File: config.mk
export PLATFORM = sky130hd
export DESIGN_NAME = rpn_stack_core_flat
export DESIGN_NICKNAME = d
export VERILOG_FILES = /design/src/rtl/rpn_stack_core_if.sv /design/src/rtl/rpn_stack_core.sv /design/src/flat_wrapper.sv
export SDC_FILE = /design/constraint.sdc
export NUM_CORES = 1
export LEC_CHECK = 0
export ABC_AREA = 1
export BUFFER_PORTS_ARGS = -buffer_cell sky130_fd_sc_hd__buf_4
export CAP_MARGIN = 20
export CELL_PAD_IN_SITES_DETAIL_PLACEMENT = 0
export CELL_PAD_IN_SITES_GLOBAL_PLACEMENT = 1
export CORE_MARGIN = 3
export CORE_UTILIZATION = 45
export DETAILED_ROUTE_END_ITERATION = 10
export PLACE_DENSITY_LB_ADDON = 0.1
export SETUP_SLACK_MARGIN = 0.05
export SYNTH_ARGS = -nofsm -noshare
export SYNTH_HDL_FRONTEND = slang
export SYNTH_SLANG_ARGS = --single-unit
File: constraint.sdc
create_clock -name clk -period 6.4 [get_ports clk]
set_input_delay 0.96 -clock clk [delete_from_list [all_inputs] [get_ports clk]]
set_output_delay 0.96 -clock clk [all_outputs]
set_load 0.01 [all_outputs]
File: src/rtl/rpn_stack_core_if.sv
// Command/status bundle between the calculator front end and the RPN core.
//   master: drives data_in and the one-cycle command pulses, observes status.
//   slave : the core; samples commands, drives top/count/flags.
//   data_in            8-bit DIP operand
//   push/add/mul/pop/clear  one-cycle command pulses
//   top, count         top-of-stack value and entry count
//   empty/single/full  decoded from count
//   busy               arithmetic in flight
//   ovf/unf            sticky overflow / underflow
interface rpn_stack_core_if #(
    parameter int WIDTH = 16,
    parameter int DEPTH = 8
);
    localparam int CW = $clog2(DEPTH + 1);

    logic [7:0]       data_in;
    logic             push;
    logic             add;
    logic             mul;
    logic             pop;
    logic             clear;
    logic [WIDTH-1:0] top;
    logic [CW-1:0]    count;
    logic             empty;
    logic             single;
    logic             full;
    logic             busy;
    logic             ovf;
    logic             unf;

    modport master (
        output data_in, push, add, mul, pop, clear,
        input  top, count, empty, single, full, busy, ovf, unf
    );

    modport slave (
        input  data_in, push, add, mul, pop, clear,
        output top, count, empty, single, full, busy, ovf, unf
    );
endinterface

File: src/rtl/rpn_stack_core.sv
// Reverse-Polish stack core. The top entry lives in its own register so the
// display sees it directly; the entries below it sit in mem[0..DEPTH-2], with
// mem[count-2] being next-on-stack. add/mul take two cycles: the first latches
// NOS and the opcode, the second (EXEC) writes the result.
//   clk    rising-edge clock
//   reset  asynchronous, active-low
//   bus    rpn_stack_core_if slave: commands in, top/count/status out
module rpn_stack_core #(
    parameter int WIDTH = 16,
    parameter int DEPTH = 8
) (
    input  logic           clk,
    input  logic           reset,
    rpn_stack_core_if.slave bus
);
    localparam int CW = $clog2(DEPTH + 1);
    localparam int IW = (DEPTH > 2) ? $clog2(DEPTH - 1) : 1;

    typedef enum logic {IDLE, EXEC} state_t;

    state_t           state, state_nxt;
    logic [WIDTH-1:0] top_q;
    logic [WIDTH-1:0] nos_q;
    logic [CW-1:0]    cnt_q;
    logic             op_mul_q;
    logic             ovf_q;
    logic             unf_q;
    logic             busy;
    logic [WIDTH-1:0] mem [DEPTH-1];

    // One-hot priority decode: clear > push > add > mul > pop.
    logic do_push, do_add, do_mul, do_pop;
    assign do_push = bus.push & ~bus.clear;
    assign do_add  = bus.add  & ~bus.clear & ~bus.push;
    assign do_mul  = bus.mul  & ~bus.clear & ~bus.push & ~bus.add;
    assign do_pop  = bus.pop  & ~bus.clear & ~bus.push & ~bus.add & ~bus.mul;

    logic can_push, has_two, has_one, accept_arith, mem_we;
    assign can_push = (cnt_q < CW'(DEPTH));
    assign has_two  = (cnt_q >= CW'(2));
    assign has_one  = (cnt_q != '0);
    assign accept_arith = (state == IDLE) && (do_add || do_mul) && has_two;
    // Push with a non-empty stack spills the old top into the array.
    assign mem_we = (state == IDLE) && do_push && can_push && has_one;

    logic [IW-1:0] wr_idx, rd_idx;
    assign wr_idx = IW'(cnt_q - CW'(1));
    assign rd_idx = IW'(cnt_q - CW'(2));

    // Both ops are taken modulo 2^WIDTH: the WIDTH-bit context drops the
    // carry and the upper half of the product.
    logic [WIDTH-1:0] alu;
    assign alu = op_mul_q ? nos_q * top_q : nos_q + top_q;

    // State register
    always_ff @(posedge clk or negedge reset) begin
        if (!reset) state <= IDLE;
        else        state <= state_nxt;
    end

    // Next-state logic
    always_comb begin
        state_nxt = state;
        case (state)
            IDLE:    if (accept_arith) state_nxt = EXEC;
            EXEC:    state_nxt = IDLE;
            default: state_nxt = IDLE;
        endcase
        if (bus.clear) state_nxt = IDLE;
    end

    // FSM outputs
    always_comb begin
        busy = 1'b0;
        if (state == EXEC) busy = 1'b1;
    end

    // Datapath and sticky flags
    always_ff @(posedge clk or negedge reset) begin
        if (!reset) begin
            top_q    <= '0;
            nos_q    <= '0;
            cnt_q    <= '0;
            op_mul_q <= 1'b0;
            ovf_q    <= 1'b0;
            unf_q    <= 1'b0;
        end else if (bus.clear) begin
            top_q <= '0;
            cnt_q <= '0;
            ovf_q <= 1'b0;
            unf_q <= 1'b0;
        end else if (state == EXEC) begin
            // Anything other than clear is dropped while executing.
            top_q <= alu;
            cnt_q <= cnt_q - CW'(1);
        end else if (do_push) begin
            if (can_push) begin
                top_q <= WIDTH'(bus.data_in);
                cnt_q <= cnt_q + CW'(1);
            end else begin
                ovf_q <= 1'b1;
            end
        end else if (do_add || do_mul) begin
            if (has_two) begin
                nos_q    <= mem[rd_idx];
                op_mul_q <= do_mul;
            end else begin
                unf_q <= 1'b1;
            end
        end else if (do_pop) begin
            if (has_one) begin
                top_q <= has_two ? mem[rd_idx] : '0;
                cnt_q <= cnt_q - CW'(1);
            end else begin
                unf_q <= 1'b1;
            end
        end
    end

    // Stack body is never reset: reads are always qualified by count.
    always_ff @(posedge clk) begin
        if (reset && !bus.clear && mem_we) mem[wr_idx] <= top_q;
    end

    assign bus.top    = top_q;
    assign bus.count  = cnt_q;
    assign bus.empty  = (cnt_q == '0);
    assign bus.single = (cnt_q == CW'(1));
    assign bus.full   = (cnt_q == CW'(DEPTH));
    assign bus.busy   = busy;
    assign bus.ovf    = ovf_q;
    assign bus.unf    = unf_q;
endmodule
File: src/flat_wrapper.sv
// flat-port wrapper written by rule: the top's interface ports become plain ports
module rpn_stack_core_flat 
#(
    parameter int WIDTH = 16,
    parameter int DEPTH = 8
)
  (clk, reset, bus_data_in, bus_push, bus_add, bus_mul, bus_pop, bus_clear, bus_top, bus_count, bus_empty, bus_single, bus_full, bus_busy, bus_ovf, bus_unf);
  rpn_stack_core_if #(.WIDTH(WIDTH), .DEPTH(DEPTH)) bus_i ();
  input  logic clk;
  input  logic reset;
  input wire logic [$bits(bus_i.data_in)-1:0] bus_data_in;
  input wire logic [$bits(bus_i.push)-1:0] bus_push;
  input wire logic [$bits(bus_i.add)-1:0] bus_add;
  input wire logic [$bits(bus_i.mul)-1:0] bus_mul;
  input wire logic [$bits(bus_i.pop)-1:0] bus_pop;
  input wire logic [$bits(bus_i.clear)-1:0] bus_clear;
  output wire logic [$bits(bus_i.top)-1:0] bus_top;
  output wire logic [$bits(bus_i.count)-1:0] bus_count;
  output wire logic [$bits(bus_i.empty)-1:0] bus_empty;
  output wire logic [$bits(bus_i.single)-1:0] bus_single;
  output wire logic [$bits(bus_i.full)-1:0] bus_full;
  output wire logic [$bits(bus_i.busy)-1:0] bus_busy;
  output wire logic [$bits(bus_i.ovf)-1:0] bus_ovf;
  output wire logic [$bits(bus_i.unf)-1:0] bus_unf;
  assign bus_i.data_in = bus_data_in;
  assign bus_i.push = bus_push;
  assign bus_i.add = bus_add;
  assign bus_i.mul = bus_mul;
  assign bus_i.pop = bus_pop;
  assign bus_i.clear = bus_clear;
  assign bus_top = bus_i.top;
  assign bus_count = bus_i.count;
  assign bus_empty = bus_i.empty;
  assign bus_single = bus_i.single;
  assign bus_full = bus_i.full;
  assign bus_busy = bus_i.busy;
  assign bus_ovf = bus_i.ovf;
  assign bus_unf = bus_i.unf;
  rpn_stack_core #(.WIDTH(WIDTH), .DEPTH(DEPTH)) u_core (.clk(clk), .reset(reset), .bus(bus_i));
endmodule
* After elaboration in Yosys (flattened, before gate mapping)
Memory sizes are Yosys's and may differ from the RTL's.
Cells that the tools add are included.
** Storage, ports and cells
- Word-level logic and storage cells :: 92
- Output and inout port bits :: 26
- RAM bits :: 112
- Register bits after elaboration :: 40
- Memories :: 1
** Memories
- u_core.mem :: depth 7, bits a word 16, rd ports 1, clocked after memory_dff 0, wr ports 1, line rpn_stack_core.sv:29 : logic [WIDTH-1:0] mem [DEPTH-1];
** Cells by class
- $add $sub $neg :: 4
- Bitwise gates (word level) :: 16
- Multipliers :: 1
- Multiplexer cells :: 33
- Reduce and logical (&&, ||, !) cells :: 19
- $lt $le $gt $ge :: 2
- Eq/ne operators :: 9
** Operators with widths (count)
- 16-bit two-way mux :: 9
- 4-bit two-way mux :: 7
- 16-bit adder :: 1
- 16-bit by 16-bit multiplier with 16-bit output :: 1
- 1-bit two-way mux :: 16
- 4-bit nonzero test :: 3
- 1-bit AND :: 10
- 5-bit AND reduction :: 2
- 1-bit logical AND :: 7
- 2-bit != test, second input constant :: 3
- 3-bit != test, second input constant :: 2
- 1-bit NOT :: 6
- 4-bit by 1-bit adder with 4-bit output, second input constant :: 1
- 4-bit by 1-bit == test with 1-bit output, second input constant :: 1
- 4-bit == test, second input constant :: 1
- 4-bit by 2-bit >= comparator with 1-bit output, second input constant :: 1
- 4-bit logical NOT :: 1
- 4-bit less-than comparator, second input constant :: 1
- 4-bit by 2-bit != test with 1-bit output, second input constant :: 1
- 4-bit by 3-bit != test with 1-bit output, second input constant :: 1
- 4-bit AND reduction :: 1
- 4-bit by 1-bit subtractor with 4-bit output, second input constant :: 1
- 3-bit AND reduction :: 1
- 3-bit nonzero test :: 1
- 5 further kinds :: 5

* Depth between registers and ports, before layout
- Depth in word-level cells :: 10
- Mapped depth :: 31

* Worst setup path before layout
OpenSTA, ideal clock, no wires.
- Kind :: reg2reg
- Start point :: register u_core.top_q[1], in the netlist u_core.bus.top[1]
- End point :: register u_core.top_q[14], in the netlist u_core.bus.top[14]
- Stages on the path, launching flop included :: 24
- Period minus slack after synthesis :: 5.466 ns
- Setup slack :: 0.934 ns
- Data arrival time :: 5.400 ns
- Path through :: dfrtp_1 > buf_4 > clkbuf_1 > nand2_1 > fa_1 > fa_1 > fa_1 > fa_1 > inv_1 > fa_1 > inv_1 > fa_1 > inv_1 > ha_1 > inv_1 > nor3_1 > nand3_1 > o2111ai_1 > a21oi_1 > o21ai_0 > nand3_1 > o21ai_0 > nand2_1 > nand2_1
** Between the ends
- Cells in the longest elaborated chain, start to end :: 4
- Elaborated cells on any way between the ends :: 5
- Classes of those cells :: add/sub: 1; mul: 1; mux: 3
** Ends and longest elaborated chain
- start, declared :: line rpn_stack_core.sv:22 : logic [WIDTH-1:0] top_q;
- start signal, assigned :: line rpn_stack_core.sv:94 : top_q <= alu;
- start signal, assigned :: line rpn_stack_core.sv:98 : top_q <= WIDTH'(bus.data_in);
- start signal, assigned :: line rpn_stack_core.sv:112 : top_q <= has_two ? mem[rd_idx] : '0;
- 16-bit by 16-bit multiplier with 16-bit output / 16-bit adder (equally long branches) :: line rpn_stack_core.sv:53 : assign alu = op_mul_q ? nos_q * top_q : nos_q + top_q;
- 16-bit two-way mux (*) :: line rpn_stack_core.sv:53
- 16-bit two-way mux (*) :: line rpn_stack_core.sv:92 : end else if (state == EXEC) begin
- 16-bit two-way mux (*) :: line rpn_stack_core.sv:87 : end else if (bus.clear) begin
Mark *: on every way between the ends. The rest lies on a longest branch, timed or not.
A chain may end at the register's enable or synchronous reset.

* Worst setup path after layout
Ends and elaborated chain as after synthesis.

==> results.md <==
- CTS tree: yes
- Die area: 27700 sq um
- Die H: between 150 and 200 um
- Mapped Cells: roughly 1400
- Slew Viols, Final: 0
- # IOs: 41
- Top_reg_cell synth: edfxtp_1
- GRT overflow: 0
- Initial antenna violation count: 0
- Hold WC Path Type: flop to flop
- Clock root cell: clkbuf_16
- Worst EP required: 6.76 ns
- Crit end category: flop
- Synth area leaders: edfxtp_1 29%, fa_1 14%, nand2_1 11%
- H-tree level count: 4
- Clock tree sinks: ~150
- Synthesis Warnings: 0
- Setup Skew: approximately 0.015 ns
- CP max FO: 19
- Area leader, netlist: edfxtp_1
- Setup CP Type: flop to flop
- Asr flop ratio synth: 26.3%
- Crit path DAT: 6.24 ns
- Hold-fix buffers, CTS: 0
- Total CTS buffers: 17
- Initial core utilization: 45.9%
- Worst-path clk slew: 0.07 ns
- Share of cells above drive strength 1: under 10%
- Commonest cells in the netlist: 341 x nand2_1, 258 x inv_1, 112 x edfxtp_1
- DRC violations left: 0
- Ratio of final minimum period to clock period: 91.9%
- Seq/Total Area, Yosys: 37.6%
- Syn Nets: 1538
- First DRT Iteration DRCs: 574
- Pre-CTS WS: 0.535 ns
- Top-area cell type share of the netlist area: 29.0%
- Antenna Cells: 0
- Clock buffer depth: 2
- WL/cell: 18.2 um
- Setup TNS: 0 ns
- CP Launch Type: flop
- Drt total wl: 31800 um
- Final setup margin: 0.517 ns
- Peak Freq: 170 MHz
- Post-DR vias/cell: 5.19
- Worst-Margin Slew: 0.851 ns
- Tmin final: 5.88 ns
- Post-cts sizing count: 0
- Core area: 25300 sq um
- IO Port Bufs: 40
- Rows: 58
- Relative slew slack: between 40% and 50%
- Final GP Congestion: 0.853
- RSZ-0062 raised after global routing: false
- Die width: 167 um
- Post-DP HPWL: 23300 um
- Vias in the first global route: 9146
- Status: complete, no violations
- Most frequent cell after synthesis: nand2_1
- Number of synthesized flops with an enable pin: 112
- Maximum capacitance violations: 0
- Vias: 9073
- First-pass GRT wire length: just over 50000 um
- Mapped cell area: 11600 sq um
- Flops & latches, synth: 152
- Synth unique cells: 50
- Avg Inst Size Synth: 8.46 sq um
- Largest net degree at the start of global routing: between 50 and 60
- Post-CTS Setup Inserts: 0
- Later-pin clock latency in the skew report: 0.42 ns
- TritonRoute pass-1 iters: 5
- Final Hold Fails: 0
- Final setup fails: 0
- Post-route ant nets: 0
- Layout area overhead: 10.9%
- Nets@finish: around 1600
- GRT Util Overall: 23.5%
## state kept, by name, indices dropped and copies added (netlist names)
name / cells
u_core.bus.unf: 1
u_core.mem: 112
u_core.bus.count: 4
u_core.op_mul_q: 1
u_core.state: 1
u_core.bus.ovf: 1
u_core.bus.top: 16
u_core.nos_q: 16
## stage by stage
step,instance area (sq um),util (%),hold WS (ns),cells
floorplan,11600,-,0.522,1372
global placement,12300,48.6,0.476,1715
detailed placement,12300,48.6,0.479,1715
CTS,12900,51.0,0.500,1747
global route,12900,51.0,0.525,1747
finish,12900,51.0,0.499,1747
## logic make-up after synthesis
kind of cell               count (synthesis)  share of synthesized area [%]
buffers and inverters                    326                           11.1
AOI/OAI and AO/OA                        197                           9.89
xor gates and xnor gates                  15                           1.13
adders and majority gates                151                           21.5
and+or+nand+nor                          531                           18.7
DFF                                      152                           37.6
## cell type report
type | count | area (sq um)
clock buffers | 18 | 429
clock inverters | 14 | 180
fillers | 2453 | 12400
inverters | 272 | 1030
multi-input cells | 894 | 5960
flip-flops and latches | 152 | 4360
well taps | 330 | 413
repair buffers | 67 | 503
## worst max-delay path, cell delays in order, from the launching register on
cell and delay [ns]:
dfrtp_1 0.87, nand2_1 0.20, fa_1 0.54, fa_1 0.54, inv_1 0.05, fa_1 0.47, fa_1 0.55, fa_1 0.50
inv_1 0.05, fa_1 0.47, inv_1 0.04, ha_1 0.33, nand2_1 0.08, nor3_1 0.21, nand3_1 0.11, o2111ai_1 0.13
a21oi_1 0.08, o21ai_0 0.19, nand3_1 0.12, o21ai_0 0.11, nand2_1 0.07, nand2_1 0.07
## per-layer routing
metal | share of wire [%] | vias up | GRT usage, %
met3 | 4.3 | 34 | 3.30
met2 | 48 | 219 | 39.6
met5 | 0 | - | 0
li1 | - | 4424 | -
met4 | 1.7 | 0 | 5.27
met1 | 46 | 4396 | 32.7
## worst paths after layout
check                             startpoint            endpoint  cells past startpoint  slack [ns]
min in group asynchronous              reset   u_core.bus.top[4]                      1        0.53
max in group asynchronous              reset    u_core.nos_q[13]                      1        5.45
hold reg to reg               u_core.bus.ovf      u_core.bus.ovf                      1        0.50
setup / recovery           u_core.bus.top[1]  u_core.bus.top[14]                     21        0.52
hold / removal                u_core.bus.ovf      u_core.bus.ovf                      1        0.50
setup reg to reg           u_core.bus.top[1]  u_core.bus.top[14]                     21        0.52
## placed cells by master (no fill, tap or decap), types with 2 or more instances in the layout
cell and count:
nand3b_1 3, dfrtp_1 40, o21bai_1 3, nor2_4 2
o21ai_0 84, o21ai_1 15, o31ai_1 2, o32ai_1 4
ha_1 70, edfxtp_1 112, nand3_1 60, clkinv_1 4
bufinv_16 2, nand4_1 3, inv_8 3, o22ai_1 9
inv_1 258, xor2_1 11, o2111ai_1 6, nand3_2 2
clkinv_4 3, nor2_2 6, o221ai_1 5, inv_2 9
a21oi_1 36, inv_6 6, clkbuf_16 17, a31oi_1 12
nor2_1 100, buf_4 67, fa_1 81, o211ai_1 9
nand2_2 3, xnor2_1 4, nor3_2 3, nand2_1 341
a21o_1 2, nor3_1 6
Power is not shown: default switching activity piles up to over one toggle a cycle in this logic, so the estimate is an artifact.
